===== src/rtl/sram_req_ctrl.sv =====
// Request initiator for one port of a dual-port sram: single-beat writes, incrementing read bursts,
// read data returned in order through a small response FIFO with credit-based issue.
module sram_req_ctrl #(
    parameter int DATA_WIDTH = 32,
    parameter int ADDR_WIDTH = 10,
    parameter int LEN_WIDTH  = 4,
    parameter int RSP_DEPTH  = 4
) (
    input  logic                  clk,
    input  logic                  rst_n,
    input  logic                  req_valid,
    output logic                  req_ready,
    input  logic                  req_we,
    input  logic [ADDR_WIDTH-1:0] req_addr,
    input  logic [DATA_WIDTH-1:0] req_wdata,
    input  logic [LEN_WIDTH-1:0]  req_len,
    output logic                  rsp_valid,
    input  logic                  rsp_ready,
    output logic [DATA_WIDTH-1:0] rsp_rdata,
    output logic                  rsp_last,
    output logic                  busy,
    output logic [ADDR_WIDTH-1:0] mem_addr,
    output logic [DATA_WIDTH-1:0] mem_data,
    output logic                  mem_we,
    input  logic [DATA_WIDTH-1:0] mem_q
);

    localparam int PW = $clog2(RSP_DEPTH);
    localparam int CW = PW + 1;

    typedef enum logic [1:0] {IDLE, WRITE, READ} state_t;

    state_t                 state_reg, state_next;
    logic [ADDR_WIDTH-1:0]  rd_addr_reg, rd_addr_next;
    logic [LEN_WIDTH-1:0]   beat_cnt_reg, beat_cnt_next;
    logic [ADDR_WIDTH-1:0]  mem_addr_reg, mem_addr_next;
    logic [DATA_WIDTH-1:0]  mem_data_reg, mem_data_next;
    logic                   mem_we_reg, mem_we_next;

    // s1: address on the sram port this cycle; s2: mem_q carries that beat's data this cycle
    logic                   s1_valid_reg, s1_valid_next;
    logic                   s1_last_reg, s1_last_next;
    logic                   s2_valid_reg, s2_valid_next;
    logic                   s2_last_reg, s2_last_next;

    logic [DATA_WIDTH-1:0]  fifo_data [RSP_DEPTH];
    logic                   fifo_last [RSP_DEPTH];
    logic [PW-1:0]          wr_ptr_reg, rd_ptr_reg;
    logic [CW-1:0]          count_reg, count_next;
    logic [CW-1:0]          credit_used;
    logic                   credit_ok;
    logic                   push, pop;

    assign push        = s2_valid_reg;
    assign pop         = rsp_valid && rsp_ready;
    assign credit_used = count_reg + CW'(s1_valid_reg) + CW'(s2_valid_reg);
    assign credit_ok   = credit_used < CW'(RSP_DEPTH);
    assign count_next  = count_reg + CW'(push) - CW'(pop);

    assign req_ready = (state_reg == IDLE) && rst_n;
    assign rsp_valid = (count_reg != '0);
    assign rsp_rdata = fifo_data[rd_ptr_reg];
    assign rsp_last  = rsp_valid && fifo_last[rd_ptr_reg];
    assign busy      = (state_reg != IDLE) || s1_valid_reg || s2_valid_reg || (count_reg != '0);
    assign mem_addr  = mem_addr_reg;
    assign mem_data  = mem_data_reg;
    assign mem_we    = mem_we_reg;

    always_ff @(posedge clk) begin
        if (!rst_n) begin
            state_reg <= IDLE;
        end else begin
            state_reg <= state_next;
        end
    end

    always_comb begin
        state_next    = state_reg;
        rd_addr_next  = rd_addr_reg;
        beat_cnt_next = beat_cnt_reg;
        mem_addr_next = mem_addr_reg;
        mem_data_next = mem_data_reg;
        mem_we_next   = 1'b0;
        s1_valid_next = 1'b0;
        s1_last_next  = 1'b0;
        s2_valid_next = s1_valid_reg;
        s2_last_next  = s1_last_reg;
        case (state_reg)
            IDLE: begin
                if (req_valid) begin
                    if (req_we) begin
                        state_next    = WRITE;
                        mem_we_next   = 1'b1;
                        mem_addr_next = req_addr;
                        mem_data_next = req_wdata;
                    end else begin
                        state_next    = READ;
                        rd_addr_next  = req_addr;
                        beat_cnt_next = req_len;
                    end
                end
            end
            WRITE: begin
                state_next = IDLE;
            end
            READ: begin
                // A beat only issues when a FIFO slot is guaranteed for its data
                if (credit_ok) begin
                    mem_addr_next = rd_addr_reg;
                    s1_valid_next = 1'b1;
                    s1_last_next  = (beat_cnt_reg == '0);
                    rd_addr_next  = rd_addr_reg + ADDR_WIDTH'(1);
                    if (beat_cnt_reg == '0) begin
                        state_next = IDLE;
                    end else begin
                        beat_cnt_next = beat_cnt_reg - LEN_WIDTH'(1);
                    end
                end
            end
            default: begin
                state_next = IDLE;
            end
        endcase
    end

    always_ff @(posedge clk) begin
        if (!rst_n) begin
            rd_addr_reg  <= '0;
            beat_cnt_reg <= '0;
            mem_addr_reg <= '0;
            mem_data_reg <= '0;
            mem_we_reg   <= 1'b0;
            s1_valid_reg <= 1'b0;
            s1_last_reg  <= 1'b0;
            s2_valid_reg <= 1'b0;
            s2_last_reg  <= 1'b0;
            wr_ptr_reg   <= '0;
            rd_ptr_reg   <= '0;
            count_reg    <= '0;
        end else begin
            rd_addr_reg  <= rd_addr_next;
            beat_cnt_reg <= beat_cnt_next;
            mem_addr_reg <= mem_addr_next;
            mem_data_reg <= mem_data_next;
            mem_we_reg   <= mem_we_next;
            s1_valid_reg <= s1_valid_next;
            s1_last_reg  <= s1_last_next;
            s2_valid_reg <= s2_valid_next;
            s2_last_reg  <= s2_last_next;
            count_reg    <= count_next;
            if (push) begin
                wr_ptr_reg <= wr_ptr_reg + PW'(1);
            end
            if (pop) begin
                rd_ptr_reg <= rd_ptr_reg + PW'(1);
            end
        end
    end

    // Storage needs no reset: rsp_valid gates every read of it
    always_ff @(posedge clk) begin
        if (rst_n && push) begin
            fifo_data[wr_ptr_reg] <= mem_q;
            fifo_last[wr_ptr_reg] <= s2_last_reg;
        end
    end

endmodule


===== config.mk =====
export PLATFORM = sky130hd
export DESIGN_NAME = sram_req_ctrl
export DESIGN_NICKNAME = d
export VERILOG_FILES = /design/src/rtl/sram_req_ctrl.sv
export SDC_FILE = /design/constraint.sdc
export NUM_CORES = 1
export LEC_CHECK = 0
export ABC_CLOCK_PERIOD_IN_PS = 2200
export BUFFER_PORTS_ARGS = -buffer_cell sky130_fd_sc_hd__buf_2
export CORE_MARGIN = 2
export CORE_UTILIZATION = 49
export CTS_CLUSTER_DIAMETER = 120
export DETAILED_ROUTE_END_ITERATION = 10
export GPL_ROUTABILITY_DRIVEN = 0
export GPL_TIMING_DRIVEN = 1
export HOLD_SLACK_MARGIN = 0.1
export PLACE_DENSITY = 0.81
export SETUP_SLACK_MARGIN = 0.3
export SYNTH_ARGS = -nofsm -noshare
export SYNTH_HDL_FRONTEND = slang
export SYNTH_SLANG_ARGS = --single-unit

===== constraint.sdc =====
create_clock -name clk -period 2.2 [get_ports clk]
set_clock_uncertainty 0.15 [all_clocks]
set_input_delay 0.33 -clock clk [delete_from_list [all_inputs] [get_ports clk]]
set_output_delay 0.33 -clock clk [all_outputs]
set_load 0.005 [all_outputs]

==> tab_implementation.tex <==
\begin{tabular}{lr}
\hline
Metric & Value \\
\hline
\multicolumn{2}{l}{\textbf{Place}} \\
Cell count after placement & 926 \\
Placement-stage worst setup slack & -74.4 ps \\
Placed instance area & 9320 um2 \\
Port buffer count & 161 \\
HPWL after DPL & 11800 um \\
\multicolumn{2}{l}{\textbf{STA}} \\
Accumulated negative setup slack & -2860 ps \\
Final cycle utilization of the critical path & 110\% \\
Period minus WS final & 2430 ps \\
Setup repair after global routing missed its margin & true \\
Worst hold slack across all endpoints & 108 ps \\
Max frequency & 412 MHz \\
Setup WS post-layout & -230 ps \\
Actual transition at the worst max-transition pin & 800 ps \\
Final max-slew violation count & 0 \\
Hold violation total from the final report & 0 \\
Final-report setup violation count & 35 \\
Relative max-transition margin & 46.3\% \\
\multicolumn{2}{l}{\textbf{Floorplan}} \\
Overall die height & 132 um \\
Die area & 17400 um2 \\
Site row count & 46 \\
Core region area & 15900 um2 \\
Die width & 132 um \\
Starting Density & 50.3\% \\
Top-Level Pins & 162 \\
\multicolumn{2}{l}{\textbf{Synth}} \\
Distinct cells, synth & 66 \\
Fraction of the yosys area taken by sequential cells & 67.4\% \\
Warnings from Yosys & 0 \\
Share of the synthesized area in the top cell type & 49.4\% \\
Synth area leader & sky130\_fd\_sc\_hd\_\_edfxtp\_1 \\
Cell types with the largest area share after synthesis & sky130\_fd\_sc\_hd\_\_edfxtp\_1, sky130\_fd\_sc\_hd\_\_dfxtp\_1, sky130\_fd\_sc\_hd\_\_mux4\_2, sky130\_fd\_sc\_hd\_\_nand2\_1, sky130\_fd\_sc\_hd\_\_a21oi\_1 \\
Number of synthesized flops with an enable pin & 132 \\
Most used flip-flop cell after synthesis & sky130\_fd\_sc\_hd\_\_edfxtp\_1 \\
Cell count after synthesis & 560 \\
Synthesized net count & 653 \\
Summed instance area of the synthesized netlist & 8020 um2 \\
Total of flip-flops plus latches after synthesis & 204 \\
Async set-or-reset flop fraction in the synthesized netlist & 0\% \\
Avg Inst Size Synth & 14.3 um2 \\
\multicolumn{2}{l}{\textbf{Layout}} \\
Nets & 929 \\
Number of flip-flops in the largest register & 128 \\
Post-route non-filler standard cell count & 1066 \\
Antenna fix cells & 0 \\
Final instance area & 11600 um2 \\
Share of post-route cells with drive strength above 1 & 39.9\% \\
Fin util & 72.6\% \\
Fillers & 941 \\
Area delta synth->final & 44.3\% \\
\multicolumn{2}{l}{\textbf{Route}} \\
DR iter-0 viols & 470 \\
WL per Instance & 21.2 um \\
Via density per instance & 5.76 \\
Total wirelength of the detailed-routed design & 22600 um \\
DR pass1 iterations & 5 \\
DRT antenna net count & 0 \\
Routed vias & 6143 \\
Residual DRC & 0 \\
\multicolumn{2}{l}{\textbf{Clock tree}} \\
Clk\_lat worst skew & 490 ps \\
Number of buffers created by CTS & 21 \\
Clock H-tree levels & 1 \\
CTS sink cnt & 204 \\
Clock transition at the registers of the reported paths & 60 ps \\
TritonCTS clock tree & yes \\
Clk buf depth & 3 \\
Clock tree root driver cell & sky130\_fd\_sc\_hd\_\_clkbuf\_16 \\
\multicolumn{2}{l}{\textbf{Power and ir drop}} \\
Sequential fraction of design power & 38.5\% \\
Leakage power & 4.37 nW \\
Power per standard cell area & 978 nW/um2 \\
Power share of the clock group & 34.4\% \\
Part of the power in combinational logic & 27.1\% \\
Switching power share of the total & 25.4\% \\
Net switching power & 2.87 mW \\
IR drop worst, VDD & 0.751 mV \\
Cell internal power dissipation & 8.45 mW \\
Final Power & 11.3 mW \\
\multicolumn{2}{l}{\textbf{Global route}} \\
Maximum number of pins on one net before global-route repair & 54 \\
Global-route wire length before repair & 34300 um \\
Vias in the first global route & 6311 \\
Leftover overflow at the end of global routing & 0 \\
GRT Util Overall & 24.8\% \\
Number of antenna violations at the first check in global routing & 0 \\
\multicolumn{2}{l}{\textbf{Worst setup path}} \\
Critical path class & flop to primary output \\
Critical Path, Cell by Cell & or3\_4 > buf\_6 > or4b\_4 > buf\_6 \\
Register-to-register path setup slack & -90 ps \\
Launch instance of the worst register-to-register path & count\_reg[0] \\
CP dominant cell by count & sky130\_fd\_sc\_hd\_\_buf\_6 \\
Required time reported for the critical path endpoint & 1720 ps \\
Critical Path Sink Type & primary output \\
CP startpoint kind & flop \\
Slowest CP cell & sky130\_fd\_sc\_hd\_\_or4b\_4 \\
Cell count of the worst reg-to-reg path & 9 \\
CP max stage delay & 500 ps \\
Worst setup path startpoint & count\_reg[0] \\
Arrival @ worst endpoint & 1950 ps \\
Capture instance of the worst register-to-register path & count\_reg[2] \\
Highest fanout seen on the critical path & 2 \\
\multicolumn{2}{l}{\textbf{Hold path}} \\
Path type of the worst min-delay path & input pin to flop \\
Worst Hold Path Cells & 3 \\
Hold path startpoint & rst\_n \\
\multicolumn{2}{l}{\textbf{Run}} \\
Max-capacitance violation count & 0 \\
\multicolumn{2}{l}{\textbf{Outcome}} \\
Run status & finished with violations \\
Violated checks & negative setup slack \\
\hline
\end{tabular}
cells by family after synthesis:
family	Yosys count	synth area share, %
mux	40	10.1
fa+ha+maj	10	1.65
compound gates	99	8.92
buf+inv	47	2.37
xor+xnor	7	0.764
simple gates	153	8.78
flops	204	67.4
placed cells by master, fill, tap and decap left out, types with 6 or more instances in the layout:
cell type,Yosys,final
sky130_fd_sc_hd__o211a_1,6,6
sky130_fd_sc_hd__buf_12,0,11
sky130_fd_sc_hd__a21oi_1,38,36
sky130_fd_sc_hd__buf_4,1,16
sky130_fd_sc_hd__buf_6,0,28
sky130_fd_sc_hd__buf_2,8,150
sky130_fd_sc_hd__ha_1,9,6
sky130_fd_sc_hd__edfxtp_1,132,132
sky130_fd_sc_hd__inv_1,12,11
sky130_fd_sc_hd__mux4_2,33,33
sky130_fd_sc_hd__dlygate4sd3_1,0,78
sky130_fd_sc_hd__nor2_1,14,13
sky130_fd_sc_hd__nor3_1,13,6
sky130_fd_sc_hd__mux2i_1,7,6
sky130_fd_sc_hd__clkbuf_16,0,21
sky130_fd_sc_hd__dfxtp_1,72,67
sky130_fd_sc_hd__nand2_1,87,86
cell type report:
cell class | count | area, um2 | area share [%]
Inverter | 13 | 48.8 | 0.422
Timing Repair Buffer | 286 | 2270 | 19.6
Tap cell | 216 | 270 | 2.33
Clock buffer | 27 | 588 | 5.08
Sequential cell | 204 | 5420 | 46.8
Clock inverter | 10 | 181 | 1.57
Multi-Input combinational cell | 310 | 2800 | 24.2
how the worst max path moves through the flow:
stage | to | slack, ps | cells after the start
after floorplan | count_reg[2] | -90 | 9
after global placement | count_reg[2] | -20 | 9
after detailed placement | count_reg[2] | -70 | 9
after CTS | busy | -230 | 4
after global routing | busy | -260 | 4
final | busy | -230 | 4
metal layers:
| metal | up-vias | global-route usage, % | share of wire, % |
|---|---|---|---|
| li1 | 2676 | - | - |
| met1 | 3040 | 30.3 | 37 |
| met2 | 368 | 45.5 | 53 |
| met3 | 59 | 4.15 | 8.0 |
| met4 | 0 | 6.70 | 2.5 |
| met5 | - | 0 | 0 |
worst max-delay path, delay by kind of cell, from the launching register on:
| family | cells | cell delay [ps] |
|---|---|---|
| buf+inv | 2 | 260 |
| flops | 1 | 320 |
| simple gates | 2 | 880 |
repair_timing:
| item | CTS | global route |
|---|---|---|
| endpoints found under the setup margin | 61 | 94 |
| cloned | 5 | 0 |
| resized for setup | 54 | 29 |
| endpoints found under the hold margin | 178 | 0 |
| setup buffers | 16 | 4 |
| hold buffers | 78 | 0 |
| pin swaps | 29 | 17 |
power groups by stage:
stage          Clock, mW  Sequential (mW)  Combinational (mW)
6_report            3.90             4.36                3.06
5_1_grt             4.09             4.37                3.25
4_1_cts             3.94             4.34                2.77
3_5_place_dp           0             4.41                2.03
3_3_place_gp           0             4.40                1.96
2_1_floorplan          0             4.40                1.27
Yosys cell counts, types with 2 or more instances:
cell type                  instances
sky130_fd_sc_hd__nor3b_1           2
sky130_fd_sc_hd__nor2_1           14
sky130_fd_sc_hd__o211ai_1          2
sky130_fd_sc_hd__inv_1            12
sky130_fd_sc_hd__nor4bb_1          2
sky130_fd_sc_hd__edfxtp_1        132
sky130_fd_sc_hd__o32ai_1           3
sky130_fd_sc_hd__nand2b_1          3
sky130_fd_sc_hd__a21o_1            3
sky130_fd_sc_hd__buf_2             8
sky130_fd_sc_hd__a311oi_1          7
sky130_fd_sc_hd__a32o_1            2
sky130_fd_sc_hd__mux2i_1           7
sky130_fd_sc_hd__mux4_2           33
sky130_fd_sc_hd__nand3_1           6
sky130_fd_sc_hd__ha_1              9
sky130_fd_sc_hd__a221oi_1          2
sky130_fd_sc_hd__and2_1            6
sky130_fd_sc_hd__o211a_1           6
sky130_fd_sc_hd__o21ai_0           3
sky130_fd_sc_hd__a21oi_2           2
sky130_fd_sc_hd__xnor2_1           5
sky130_fd_sc_hd__clkbuf_1         24
sky130_fd_sc_hd__xor2_1            2
sky130_fd_sc_hd__or3_1             2
sky130_fd_sc_hd__and3_1            6
sky130_fd_sc_hd__nand2_1          87
sky130_fd_sc_hd__o21ai_1           6
sky130_fd_sc_hd__nor4_1            3
sky130_fd_sc_hd__nor3_1           13
sky130_fd_sc_hd__a31oi_1           4
sky130_fd_sc_hd__a221oi_2          2
sky130_fd_sc_hd__a21oi_1          38
sky130_fd_sc_hd__dfxtp_1          72
Power figures use the tool's default switching activity.
